`src/rtl/hazard_ctrl.sv`:
```
// Purpose : pipeline hazard control (scoreboard-based stall/forward selection plus mult/div busy tracking).
// Latency : stall, fwd_rs and fwd_rt are combinational; md_busy rises the cycle after a mult/div start.
// Backpressure: stall freezes PC/D and injects a bubble into E; the scoreboard and md counter never freeze.
//
// Ports:
//   clk, reset             rising-edge clock, synchronous active-high reset
//   d_rs, d_rt             D-stage source register numbers
//   d_use_rs, d_use_rt     D instruction actually reads rs / rt
//   d_tuse_rs, d_tuse_rt   cycles until each operand is needed (0..2)
//   d_a3, d_regwrite       D-stage destination register and write enable
//   d_tnew                 cycles after entering E until the result exists
//   d_md                   D instruction needs the mult/div unit
//   e_md_start             01 mult start, 10 div start, 00/11 none
//   stall                  hazard detected for the D instruction
//   fwd_rs, fwd_rt         0 = register file, k+1 = forward from tracked stage k
//   md_busy                mult/div unit busy
module hazard_ctrl #(
    parameter int NSTAGE  = 3,
    parameter int TW      = 3,
    parameter int MUL_LAT = 5,
    parameter int DIV_LAT = 10,
    parameter int FW      = $clog2(NSTAGE + 1)
) (
    input  logic          clk,
    input  logic          reset,
    input  logic [4:0]    d_rs,
    input  logic [4:0]    d_rt,
    input  logic          d_use_rs,
    input  logic          d_use_rt,
    input  logic [1:0]    d_tuse_rs,
    input  logic [1:0]    d_tuse_rt,
    input  logic [4:0]    d_a3,
    input  logic          d_regwrite,
    input  logic [TW-1:0] d_tnew,
    input  logic          d_md,
    input  logic [1:0]    e_md_start,
    output logic          stall,
    output logic [FW-1:0] fwd_rs,
    output logic [FW-1:0] fwd_rt,
    output logic          md_busy
);

    localparam int MAXLAT = (DIV_LAT > MUL_LAT) ? DIV_LAT : MUL_LAT;
    localparam int CW     = $clog2(MAXLAT + 1);

    // Scoreboard: entry 0 is the instruction currently in E, entry k is k stages further on.
    logic          sb_vld  [NSTAGE];
    logic [4:0]    sb_a3   [NSTAGE];
    logic [TW-1:0] sb_tnew [NSTAGE];

    logic [NSTAGE-1:0] live;
    logic              rs_hazard;
    logic              rt_hazard;
    logic              md_hazard;
    logic              md_start_vld;
    logic [CW-1:0]     md_cnt;

    // ------------------------------------------------------------------
    // Scoreboard shift; tnew counts down toward 0 as the entry ages.
    // ------------------------------------------------------------------
    always_ff @(posedge clk) begin
        if (reset) begin
            for (int k = 0; k < NSTAGE; k++) begin
                sb_vld[k]  <= 1'b0;
                sb_a3[k]   <= 5'd0;
                sb_tnew[k] <= '0;
            end
        end else begin
            if (stall) begin
                sb_vld[0]  <= 1'b0;
                sb_a3[0]   <= 5'd0;
                sb_tnew[0] <= '0;
            end else begin
                sb_vld[0]  <= d_regwrite;
                sb_a3[0]   <= d_a3;
                sb_tnew[0] <= d_tnew;
            end
            for (int k = 1; k < NSTAGE; k++) begin
                sb_vld[k]  <= sb_vld[k-1];
                sb_a3[k]   <= sb_a3[k-1];
                sb_tnew[k] <= (sb_tnew[k-1] != '0) ? sb_tnew[k-1] - 1'b1 : '0;
            end
        end
    end

    always_comb begin
        live = '0;
        for (int k = 0; k < NSTAGE; k++) begin
            live[k] = sb_vld[k] && (sb_a3[k] != 5'd0);
        end
    end

    // ------------------------------------------------------------------
    // Operand hazards and forward selection. The loop runs oldest to
    // youngest so the youngest matching entry decides the forward select;
    // a young match whose result is not ready blocks forwarding from any
    // older copy of the same register.
    // ------------------------------------------------------------------
    always_comb begin
        rs_hazard = 1'b0;
        rt_hazard = 1'b0;
        fwd_rs    = '0;
        fwd_rt    = '0;
        for (int k = NSTAGE - 1; k >= 0; k--) begin
            if (d_use_rs && (d_rs != 5'd0) && live[k] && (sb_a3[k] == d_rs)) begin
                if (32'(sb_tnew[k]) > 32'(d_tuse_rs)) begin
                    rs_hazard = 1'b1;
                end
                fwd_rs = (sb_tnew[k] == '0) ? FW'(k + 1) : '0;
            end
            if (d_use_rt && (d_rt != 5'd0) && live[k] && (sb_a3[k] == d_rt)) begin
                if (32'(sb_tnew[k]) > 32'(d_tuse_rt)) begin
                    rt_hazard = 1'b1;
                end
                fwd_rt = (sb_tnew[k] == '0) ? FW'(k + 1) : '0;
            end
        end
    end

    // ------------------------------------------------------------------
    // Mult/div busy counter. A start in E already blocks a md instruction
    // in D even though the counter only loads on the following edge.
    // ------------------------------------------------------------------
    assign md_start_vld = (e_md_start == 2'b01) || (e_md_start == 2'b10);

    always_ff @(posedge clk) begin
        if (reset) begin
            md_cnt <= '0;
        end else if (e_md_start == 2'b01) begin
            md_cnt <= CW'(MUL_LAT);
        end else if (e_md_start == 2'b10) begin
            md_cnt <= CW'(DIV_LAT);
        end else if (md_cnt != '0) begin
            md_cnt <= md_cnt - 1'b1;
        end
    end

    assign md_busy   = (md_cnt != '0);
    assign md_hazard = d_md && (md_busy || md_start_vld);
    assign stall     = rs_hazard || rt_hazard || md_hazard;

endmodule

```
`config.mk`:
```
export PLATFORM = sky130hd
export DESIGN_NAME = hazard_ctrl
export DESIGN_NICKNAME = d
export VERILOG_FILES = /design/src/rtl/hazard_ctrl.sv
export SDC_FILE = /design/constraint.sdc
export NUM_CORES = 1
export LEC_CHECK = 0
export ABC_AREA = 1
export BUFFER_PORTS_ARGS = -buffer_cell sky130_fd_sc_hd__buf_2
export CAP_MARGIN = 20
export CORE_UTILIZATION = 50
export DETAILED_ROUTE_END_ITERATION = 12
export GPL_ROUTABILITY_DRIVEN = 0
export HOLD_SLACK_MARGIN = 0.08
export MAX_ROUTING_LAYER = met4
export PLACE_DENSITY = 0.71
export SLEW_MARGIN = 20
export SYNTH_ARGS = -nofsm -noshare
export SYNTH_HDL_FRONTEND = slang
export SYNTH_SLANG_ARGS = --single-unit
```
`constraint.sdc`:
```
create_clock -name clk -period 1.9 [get_ports clk]
set_input_delay 0.095 -clock clk [delete_from_list [all_inputs] [get_ports clk]]
set_output_delay 0.095 -clock clk [all_outputs]
set_load 0.03 [all_outputs]
```
Word level (Yosys, flattened, before mapping). Memory sizes are Yosys's and may differ from the RTL's. Index checks and enable logic that the tools add are counted.

Add/subtract/negate cells: 3. $lt $le $gt $ge: 6. Equal/unequal tests: 8. Multiplexer cells: 47. Bitwise operators: 12. Reductions and logical operators: 36.

Operator list (number): 5-bit == test (6); 1-bit two-way mux (26); 5-bit nonzero test (5); 3-bit two-way mux (7); 5-bit two-way mux (4); 3-bit by 2-bit > comparator with 1-bit output (6); 1-bit logical AND (18); 2-bit two-way mux (8); 1-bit OR (12); 3-bit logical NOT (3); 3-bit nonzero test (3); 4-bit two-way mux (2); 3-bit by 1-bit subtractor with 3-bit output, second input constant (2); 1-bit logical OR (4); 4-bit nonzero test (1); 4-bit by 1-bit subtractor with 4-bit output, second input constant (1); 2-bit by 1-bit == test with 1-bit output, second input constant (1); 2-bit == test, second input constant (1); 2-bit nonzero test (1); 2-bit OR reduction (1).

Register bits: 4. RAM bits: 27. Output and inout port bits: 6. Memories kept: 3.

Memory list: sb_a3 (words 3, width 5, rd ports 3, clocked after Yosys merged registers in 0, wr ports 3, line 48) `logic [4:0] sb_a3 [NSTAGE];`; sb_tnew (words 3, width 3, rd ports 3, clocked after Yosys merged registers in 0, wr ports 3, line 49) `logic [TW-1:0] sb_tnew [NSTAGE];`; sb_vld (words 3, width 1, rd ports 3, clocked after Yosys merged registers in 0, wr ports 3, line 47) `logic sb_vld [NSTAGE];`.

Logic depth before layout (Yosys ltp). Gate-level depths: netlist (run 1). An unclocked memory read counts as a cell.

Word-level depth: 17. Mapped depth: 11.

Least setup slack after synthesis (run 1). Ideal clock, no wire load.

Path kind: register to output. Start: mem sb_a3[2][0], in the netlist sb_a3[0][10]. End: out fwd_rs[0]. Arrival: 1660 ps. Required time: 1805 ps. Setup slack: 145 ps. Stages on the path, launching flop included: 10. Cells stage by stage: edfxtp_1 -> nand2_1 -> nand2_1 -> nor2_1 -> nand2_1 -> nor2_2 -> nand2_2 -> nor2_1 -> nand2_1 -> o21ai_0.

RTL lines: from (decl) (line 48); to (decl) (line 38) `output logic [FW-1:0] fwd_rs,`.

==> results of run 1 <==
cell usage in the layout (no fill, tap or decap), types with 4 or more instances in the layout:
cell	instances
nand2_1	76
inv_1	47
nor2_1	41
buf_2	30
edfxtp_1	27
conb_1	27
nor2_2	21
ha_1	17
xnor2_1	16
inv_2	13
nand3_1	12
buf_4	11
nand2_2	10
o21ai_1	6
nand3_2	5
clkbuf_8	5
a21oi_1	4
dfxtp_1	4
logic make-up after synthesis:
family / share of synthesized area [%]
other: 0.155
adder cells (fa/ha/maj): 10.3
flip-flops: 36.7
buffers and inverters: 9.59
XOR/XNOR: 5.78
AO/OA/AOI/OAI: 4.54
AND/OR/NAND/NOR: 32.9
cell type report:
class / count / area [um^2] / area share (%)
tap: 52 / 65.1 / 2.13
inverter: 60 / 225 / 7.39
clock inverter: 3 / 20.0 / 0.657
multi-input combinational: 257 / 1510 / 49.6
timing repair buffer: 44 / 267 / 8.74
sequential: 31 / 891 / 29.2
clock buffer: 5 / 68.8 / 2.26
per-layer routing:
metal / track usage [%] / up-vias / routed length [um]
li1: - / 1133 / -
met1: 28.6 / 948 / 2390
met2: 34.6 / 54 / 2370
met3: 3.94 / 9 / 206
met4: 6.54 / 0 / 64
met5: - / - / 0
flip-flops by register name, indices dropped and copies added (netlist names):
name / cells
md_cnt: 4
sb_a3: 15
sb_tnew: 9
sb_vld: 3
power by group through the flow:
stage          clock network [mW]  logic, mW  registers (mW)
6_report                    0.520      0.529           0.855
4_1_cts                     0.538      0.488           0.851
3_3_place_gp                    0      0.461           0.864
5_1_grt                     0.563      0.608           0.863
2_1_floorplan                   0      0.354           0.851
3_5_place_dp                    0      0.472           0.866
metrics by stage:
step                setup TNS (ps)  utilization (%)
floorplan                        0                -
global route                  -447             67.7
global placement                 0             61.4
detailed placement               0             61.4
CTS                          -12.8             64.4
finish                       -40.0             67.7
worst min-delay path: stages:
cell    delay (ps)
buf_2           70
inv_1           30
nor2_2          80
worst paths after layout:
kind	from	endpoint	slack (ps)	cells after the start
worst max-delay path	sb_a3[0][10]	stall	-40	11
worst min-delay path	d_regwrite	sb_vld[0][0]	110	3
worst max register to register	sb_a3[0][10]	sb_a3[0][0]	40	12
worst min register to register	md_cnt[0]	md_cnt[0]	490	2
what timing repair did:
item,in CTS,in global routing
hold buffers,0,0
gates cloned,0,1
pin swaps,2,11
buffers inserted,2,6
resized for setup,8,35
endpoints found under the setup margin,2,14
==> impl_metrics.yaml, run 1 <==
status:
  status: "complete, but fails checks"
  violations: "negative setup slack"
setup_path:
  end_kind: "primary output"
  startpoint_type: "flop"
  worst_path_largest_cell_delay_ps: 480
  required_ps: 1800
  worstPathCellList: "buf_4 -> nor2_1 -> nand3_1 -> nand2_2 -> nor2_2 -> buf_4 -> nand3_1 -> nand2_2 -> nor2_4 -> nand2_2 -> buf_6"
  path_delay_family: "simple AND/OR/NAND/NOR gates"
  cp.buffers_inverters: 3
  cp_slowest_cell: "edfxtp_1"
  crit_arrival_ps: 1840
  cp_common_cell: "nand2_2"
  crit_type: "flop to primary output"
  crit_path_max_fanout: 4
grt:
  grt_pass1_wl_mm: 8.38
  grtUsageTotal_pct: 21.8
  grt_overflow: 0
  antenna_found_initial: 0
  grt_max_degree: 17
  grt_pass1_vias: 1900
sta:
  finalCritPeriodShare_pct: 102
  setup_viol: 1
  skew_ps: 10.3
  fin_crit_ps: 1940
  achievable-frequency_ghz: 0.515
  holdWs_ps: 110
  rsz0062_at_grt: "true"
  worst_slack_ps: -40.0
  slew_viol_final: 0
  final_hold_viol_count: 0
place:
  port_buffers: 35
  placed_cells: 435
  hpwl_mm: 3.99
  dp_slack_ps: 129
  place_area_mm2: 0.00276
synthesis:
  yosys.area.top_type_share_pct: 33.4
  async_reset_ff_share_pct: 0
  synth_top_cells_by_count: "nand2_1, inv_1, nor2_1"
  synth_largest_area_cell: "edfxtp_1"
  synth.distinct_cells: 26
  ys_seq_elements: 31
  yosysWarnings: 0
  synth_edf_count: 27
  yosysMostFrequentCell: "nand2_1"
  synth_area_leaders: "edfxtp_1, nand2_1, ha_1"
  ys_seq_area_share_pct: 36.7
  synthCells: 323
  syn_area_mm2: 0.00243
  avgSynthCellArea_um2: 7.51
  ys.flop_type: "edfxtp_1"
detailed_routing:
  viasPerCell: 4.74
  vias: 2144
  dr.pass1.iters: 4
  drc: 0
  ant_nets: 0
  drt_iter0_drc: 89
  drt-total-wl_mm: 5.03
  wire_per_inst_um: 11.1
power_and_ir_drop:
  irDropWorstVdd_mv: 0.470
  p_leak_nw: 1.50
  clkPwrFrac_pct: 27.3
  seqPwrFrac_pct: 44.9
  power.density_mw_per_mm2: 624
  p_comb_share_pct: 27.8
  power.total_mw: 1.90
  switchingPower_mw: 0.632
  swShare_pct: 33.2
  p_int_mw: 1.27
floorplanning:
  die_y_um: 71.7
  row_count: 24
  die_w_um: 71.7
  die_area_mm2: 0.00513
  core-area_mm2: 0.00450
  io_pins: 36
  initial_core_util_pct: 53.9
clock_network:
  cts_sinks: 31
  clk_latency_ps: 290
  root_buffer: "clkbuf_8"
  numCtsBuffers: 5
  cts_tree: "built"
  cts_buffer_depth: 2
  path_clk_slew_ps: 80
  htree_levels: 2
cells_and_area:
  instances_no_fill: 452
  syn_to_final_growth_pct: 25.7
  drive_above_1_share_pct: 28.5
  fill_cells: 409
  antenna_cells: 0
  fin_area_mm2: 0.00305
  nets: 449
flow_run:
  drv_cap: 0
worst_hold_path:
  hold_class: "primary input to flop"
Power figures use the tool's default switching activity.
==> inputs of run 2 (changes only) <==
Settings changed: CORE_ASPECT_RATIO set to 1.4.
==> run 2 against run 1 <==
The run still ends with negative setup slack left; routed wire length grew 8.9%; critical path depth shrank 1; clock-buffer cell count is the same; cell area grew 2.3%; register-to-register slack lost 20 ps; highest routed layer unchanged.
==> impl_metrics.yaml, run 2 (synthesis results as in run 1) <==
status:
  status: "complete, but fails checks"
  violations: "negative setup slack"
clock_network:
  postCtsHoldBufs: 0
  path_clk_slew_ps: 70
  cts_tree: "built"
  numCtsBuffers: 5
  root_buffer: "clkbuf_8"
  htree_levels: 2
  cts_sinks: 31
  clk_latency_ps: 290
  cts_buffer_depth: 2
cells_and_area:
  fin_area_mm2: 0.00312
  syn_to_final_growth_pct: 28.5
  reg_top3: "sb_a3: 15 flops, sb_tnew: 9 flops, md_cnt: 4 flops"
  antenna_cells: 0
  nets: 448
  mostFrequentLayoutCells: "nand2_1, inv_1, nor2_1, buf_2"
  drive_above_1_share_pct: 27.6
  largest_reg_flops: 15
  fill_cells: 407
  layout_commonest_cell: "nand2_1"
  largest-register: "sb_a3"
  instances_no_fill: 461
grt:
  antenna_found_initial: 0
  grt_pass1_wl_mm: 8.80
  grtUsageTotal_pct: 23.9
  grt_overflow: 0
  grt_max_degree: 17
  grt_pass1_vias: 2096
setup_path:
  crit_arrival_ps: 1850
  crit_type: "flop to primary output"
  startpoint_type: "flop"
  end_kind: "primary output"
  crit_path_max_fanout: 3
  required_ps: 1800
power_and_ir_drop:
  clkPwrFrac_pct: 36.4
  p_int_mw: 1.54
  p_comb_share_pct: 24.8
  seqPwrFrac_pct: 38.9
  switchingPower_mw: 0.656
  p_leak_nw: 1.53
  power.density_mw_per_mm2: 705
  swShare_pct: 29.8
  irDropWorstVdd_mv: 0.504
flow_run:
  drv_cap: 0
sta:
  setup_viol: 3
  skew_ps: 4.17
  final_hold_viol_count: 0
  worst_slack_ps: -43.0
  rsz0062_at_grt: "true"
  achievable-frequency_ghz: 0.515
  slew_viol_final: 0
  fin_crit_ps: 1940
  finalCritPeriodShare_pct: 102
floorplanning:
  row_count: 29
  die_y_um: 84.4
  core-area_mm2: 0.00461
  die_area_mm2: 0.00514
  io_pins: 36
  die_w_um: 60.9
  initial_core_util_pct: 52.6
detailed_routing:
  dr.pass1.iters: 4
  viasPerCell: 4.61
  wl_met2_mm: 2.90
  top_layer: "met4"
  drt_iter0_drc: 78
  drt-total-wl_mm: 5.48
  wl_met3_um: 167
  ant_nets: 0
  wl_met1_mm: 2.27
  vias: 2125
  drc: 0
  wire_per_inst_um: 11.9
place:
  place_area_mm2: 0.00277
  placed_cells: 444
  port_buffers: 35
  hpwl_mm: 4.06
worst_hold_path:
  hold_class: "primary input to flop"
## run 2: changes by cell type in the layout (fill, tap and decap cells not counted), sizes merged
cell	previous run	this run
bufinv	0	2
clkinv	1	0
clkinvlp	2	1
nand3	19	18
## run 2: what timing repair did
item | 4_1_cts | 5_1_grt
setup buffers | 1 | 8
setup endpoints to repair | 4 | 14
resized for setup | 12 | 29
pin swaps | 0 | 14
## run 2: critical path, stage by stage (launching register included)
cell	delay, ps
edfxtp_1	490
ha_4	270
inv_1	60
nor2_1	50
o21ai_1	120
nand2_1	90
nand3_2	80
nand2_2	60
nor2_4	140
nand2_2	70
buf_6	140
## run 2: area by class of cell
type | instances | area (um^2) | share of cell area [%]
Multi-Input combinational cell | 256 | 1520 | 48.8
Sequential cell | 31 | 891 | 28.6
Timing Repair Buffer | 44 | 267 | 8.55
Inverter | 60 | 225 | 7.22
Tap cell | 62 | 77.6 | 2.49
Clock buffer | 5 | 68.8 | 2.21
Clock inverter | 3 | 67.6 | 2.17
## run 2: final timing paths
check | depth (start not counted) | to | slack, ps | startpoint
setup / recovery | 10 | stall | -40 | sb_tnew[0][1]
hold / removal | 3 | sb_a3[0][2] | 100 | d_a3[2]
setup reg to reg | 11 | sb_a3[0][0] | 20 | sb_tnew[0][4]
hold reg to reg | 2 | md_cnt[0] | 490 | md_cnt[0]
## run 2: stage by stage
step                worst slack, ps  utilization (%)  setup TNS, ps  hold WS (ps)  total power [mW]
global route                   -134             67.7          -1330           112              2.32
global placement                141             60.1              0           395              1.33
finish                        -43.0             67.7           -112           100              2.20
detailed placement              108             60.1              0           399              1.34
CTS                           -35.7             64.0          -45.3          94.2              2.16
floorplan                       145                -              0           309              1.20
## run 2: power by group through the flow
stage               combinational (mW)  clock, mW  sequential [mW]
floorplan                        0.354          0            0.851
global placement                 0.463          0            0.865
detailed placement               0.474          0            0.866
CTS                              0.491      0.814            0.852
global route                     0.623      0.837            0.861
finish                           0.544      0.799            0.855
## run 2: layer usage
| layer | global-route usage [%] | vias to the layer above |
|---|---|---|
| met1 | 25.7 | 945 |
| met5 | - | - |
| li1 | - | 1126 |
| met4 | 10.1 | 0 |
| met2 | 41.2 | 42 |
| met3 | 4.62 | 12 |
==> inputs of run 3 (changes only) <==
Settings changed: CORE_ASPECT_RATIO 1.4 to not set, CTS_BUF_LIST set to sky130_fd_sc_hd__clkbuf_16.
Clock period 1.9 ns to 2.1 ns, I/O delays scaled along.
==> run 3 against run 2 <==
The flow now finishes without violations; clock power shrank 16%; power shrank 14%; core utilization shrank 2.6 points; worst hold slack gained 29 ps; sequential power shrank 9.8%; critical path type unchanged; largest power group unchanged.
==> impl_metrics.yaml, run 3 (synthesis results as in run 1) <==
status:
  status: "complete, no violations"
setup_path:
  rrSetupSlack_ps: 150
  crit_arrival_ps: 1870
  ff2ff_path_depth: 10
  r2r-start: "sb_tnew[0][7]"
  crit_type: "flop to primary output"
  crit_path_max_fanout: 2
  end_kind: "primary output"
  worst_path_largest_cell_delay_ps: 400
  rr_endpoint: "sb_a3[0][0]"
  worstPathCellList: "buf_4 -> ha_1 -> inv_1 -> o21bai_1 -> a21oi_1 -> nor2_2 -> nor2_4 -> nand2_1 -> buf_2"
  startpoint_type: "flop"
  required_ps: 2000
  cp_slowest_cell: "edfxtp_1"
floorplanning:
  die_y_um: 71.7
  io_pins: 36
  core-area_mm2: 0.00450
  initial_core_util_pct: 53.9
  row_count: 24
  die_w_um: 71.7
  die_area_mm2: 0.00513
power_and_ir_drop:
  irDropWorstVdd_mv: 0.522
  p_leak_nw: 1.51
  power.density_mw_per_mm2: 644
sta:
  slew_viol_final: 0
  setup_viol: 0
  final_hold_viol_count: 0
  finalCritPeriodShare_pct: 94.0
  fin_crit_ps: 1970
  skew_ps: 4.63
  setup-tns-final_ps: 0
  achievable-frequency_ghz: 0.507
  rsz0062_at_grt: "true"
detailed_routing:
  viasPerCell: 4.74
  vias: 2111
  drc: 0
  wire_per_inst_um: 11.5
  drt_iter0_drc: 143
  drt-total-wl_mm: 5.11
  ant_nets: 0
  dr.pass1.iters: 5
clock_network:
  postCtsHoldBufs: 0
  numCtsBuffers: 5
  path_clk_slew_ps: 50
  cts_tree: "built"
  root_buffer: "clkbuf_16"
  cts_sinks: 31
  clk_latency_ps: 270
  cts_buffer_depth: 2
  htree_levels: 2
worst_hold_path:
  hold_class: "primary input to flop"
  hold_end: "sb_vld[0][0]"
  hold_path_depth: 3
  hold_start: "d_regwrite"
cells_and_area:
  syn_to_final_growth_pct: 20.8
  utilization_pct: 65.1
  drive_above_1_share_pct: 20.6
  mostFrequentLayoutCells: "nand2_1, inv_1, nor2_1, buf_2"
  antenna_cells: 0
  largest-register: "sb_a3"
  largest_reg_flops: 15
  layout_commonest_cell: "nand2_1"
  nets: 442
  reg_top3: "sb_a3: 15 flops, sb_tnew: 9 flops, md_cnt: 4 flops"
place:
  hpwl_mm: 4.25
  port_buffers: 35
grt:
  grt_pass1_wl_mm: 8.83
  grt_max_degree: 17
  grt_overflow: 0
  grtUsageTotal_pct: 23.0
  antenna_found_initial: 0
  grt_pass1_vias: 1972
flow_run:
  drv_cap: 0
## run 3: layout make-up
type                       count  area (um^2)
sequential                    31          891
clock inverter                 3         12.5
clock buffer                   5          125
timing repair buffer          38          198
tap                           52         65.1
multi-input combinational    256         1420
inverter                      60          225
fill                         429         1570
## run 3: worst max path at each step
stage	start	to	slack (ps)	depth (start not counted)
after floorplan	sb_a3[0][10]	fwd_rs[0]	330	9
after global placement	sb_tnew[0][4]	sb_a3[0][0]	350	10
after detailed placement	sb_tnew[0][7]	sb_a3[0][0]	290	10
after CTS	sb_a3[0][3]	fwd_rs[0]	80	7
after global routing	sb_a3[0][3]	fwd_rs[0]	-10	7
final	sb_tnew[0][7]	stall	130	9
## run 3: report_power, final
group	total (mW)	internal, mW	switching, mW	leakage [nW]
logic	0.443	0.168	0.275	1.12
registers	0.771	0.730	0.0405	0.310
clock network	0.675	0.427	0.248	0.0762
## run 3: what timing repair did
action | 4_1_cts | 5_1_grt
buffers inserted | 0 | 3
endpoints found under the setup margin | 0 | 3
gates resized for setup | 0 | 2
## run 3: critical path: cells and delay by family (launching register included)
family / cells / cell delay (ps)
and+or+nand+nor: 3 / 300
buffers and inverters: 3 / 410
DFF: 1 / 400
adders and majority gates: 1 / 280
AOI/OAI and AO/OA: 2 / 220
## run 3: through the flow
stage	instance area (um^2)	instances	power (mW)	setup WS, ps	hold slack (ps)
6_report	2930	445	1.89	127	129
5_1_grt	2930	445	1.99	-11.2	147
4_1_cts	2890	442	1.89	84.1	129
3_5_place_dp	2760	434	1.22	285	410
3_3_place_gp	2760	434	1.20	353	402
2_1_floorplan	2520	349	1.09	335	319
## run 3: routing by layer
| metal | vias to the layer above | global-route usage, % | share of wire [%] |
|---|---|---|---|
| li1 | 1119 | - | - |
| met1 | 928 | 29.9 | 49 |
| met2 | 59 | 36.3 | 45 |
| met3 | 5 | 5.20 | 5.2 |
| met4 | 0 | 6.32 | 0.96 |
| met5 | - | - | 0 |
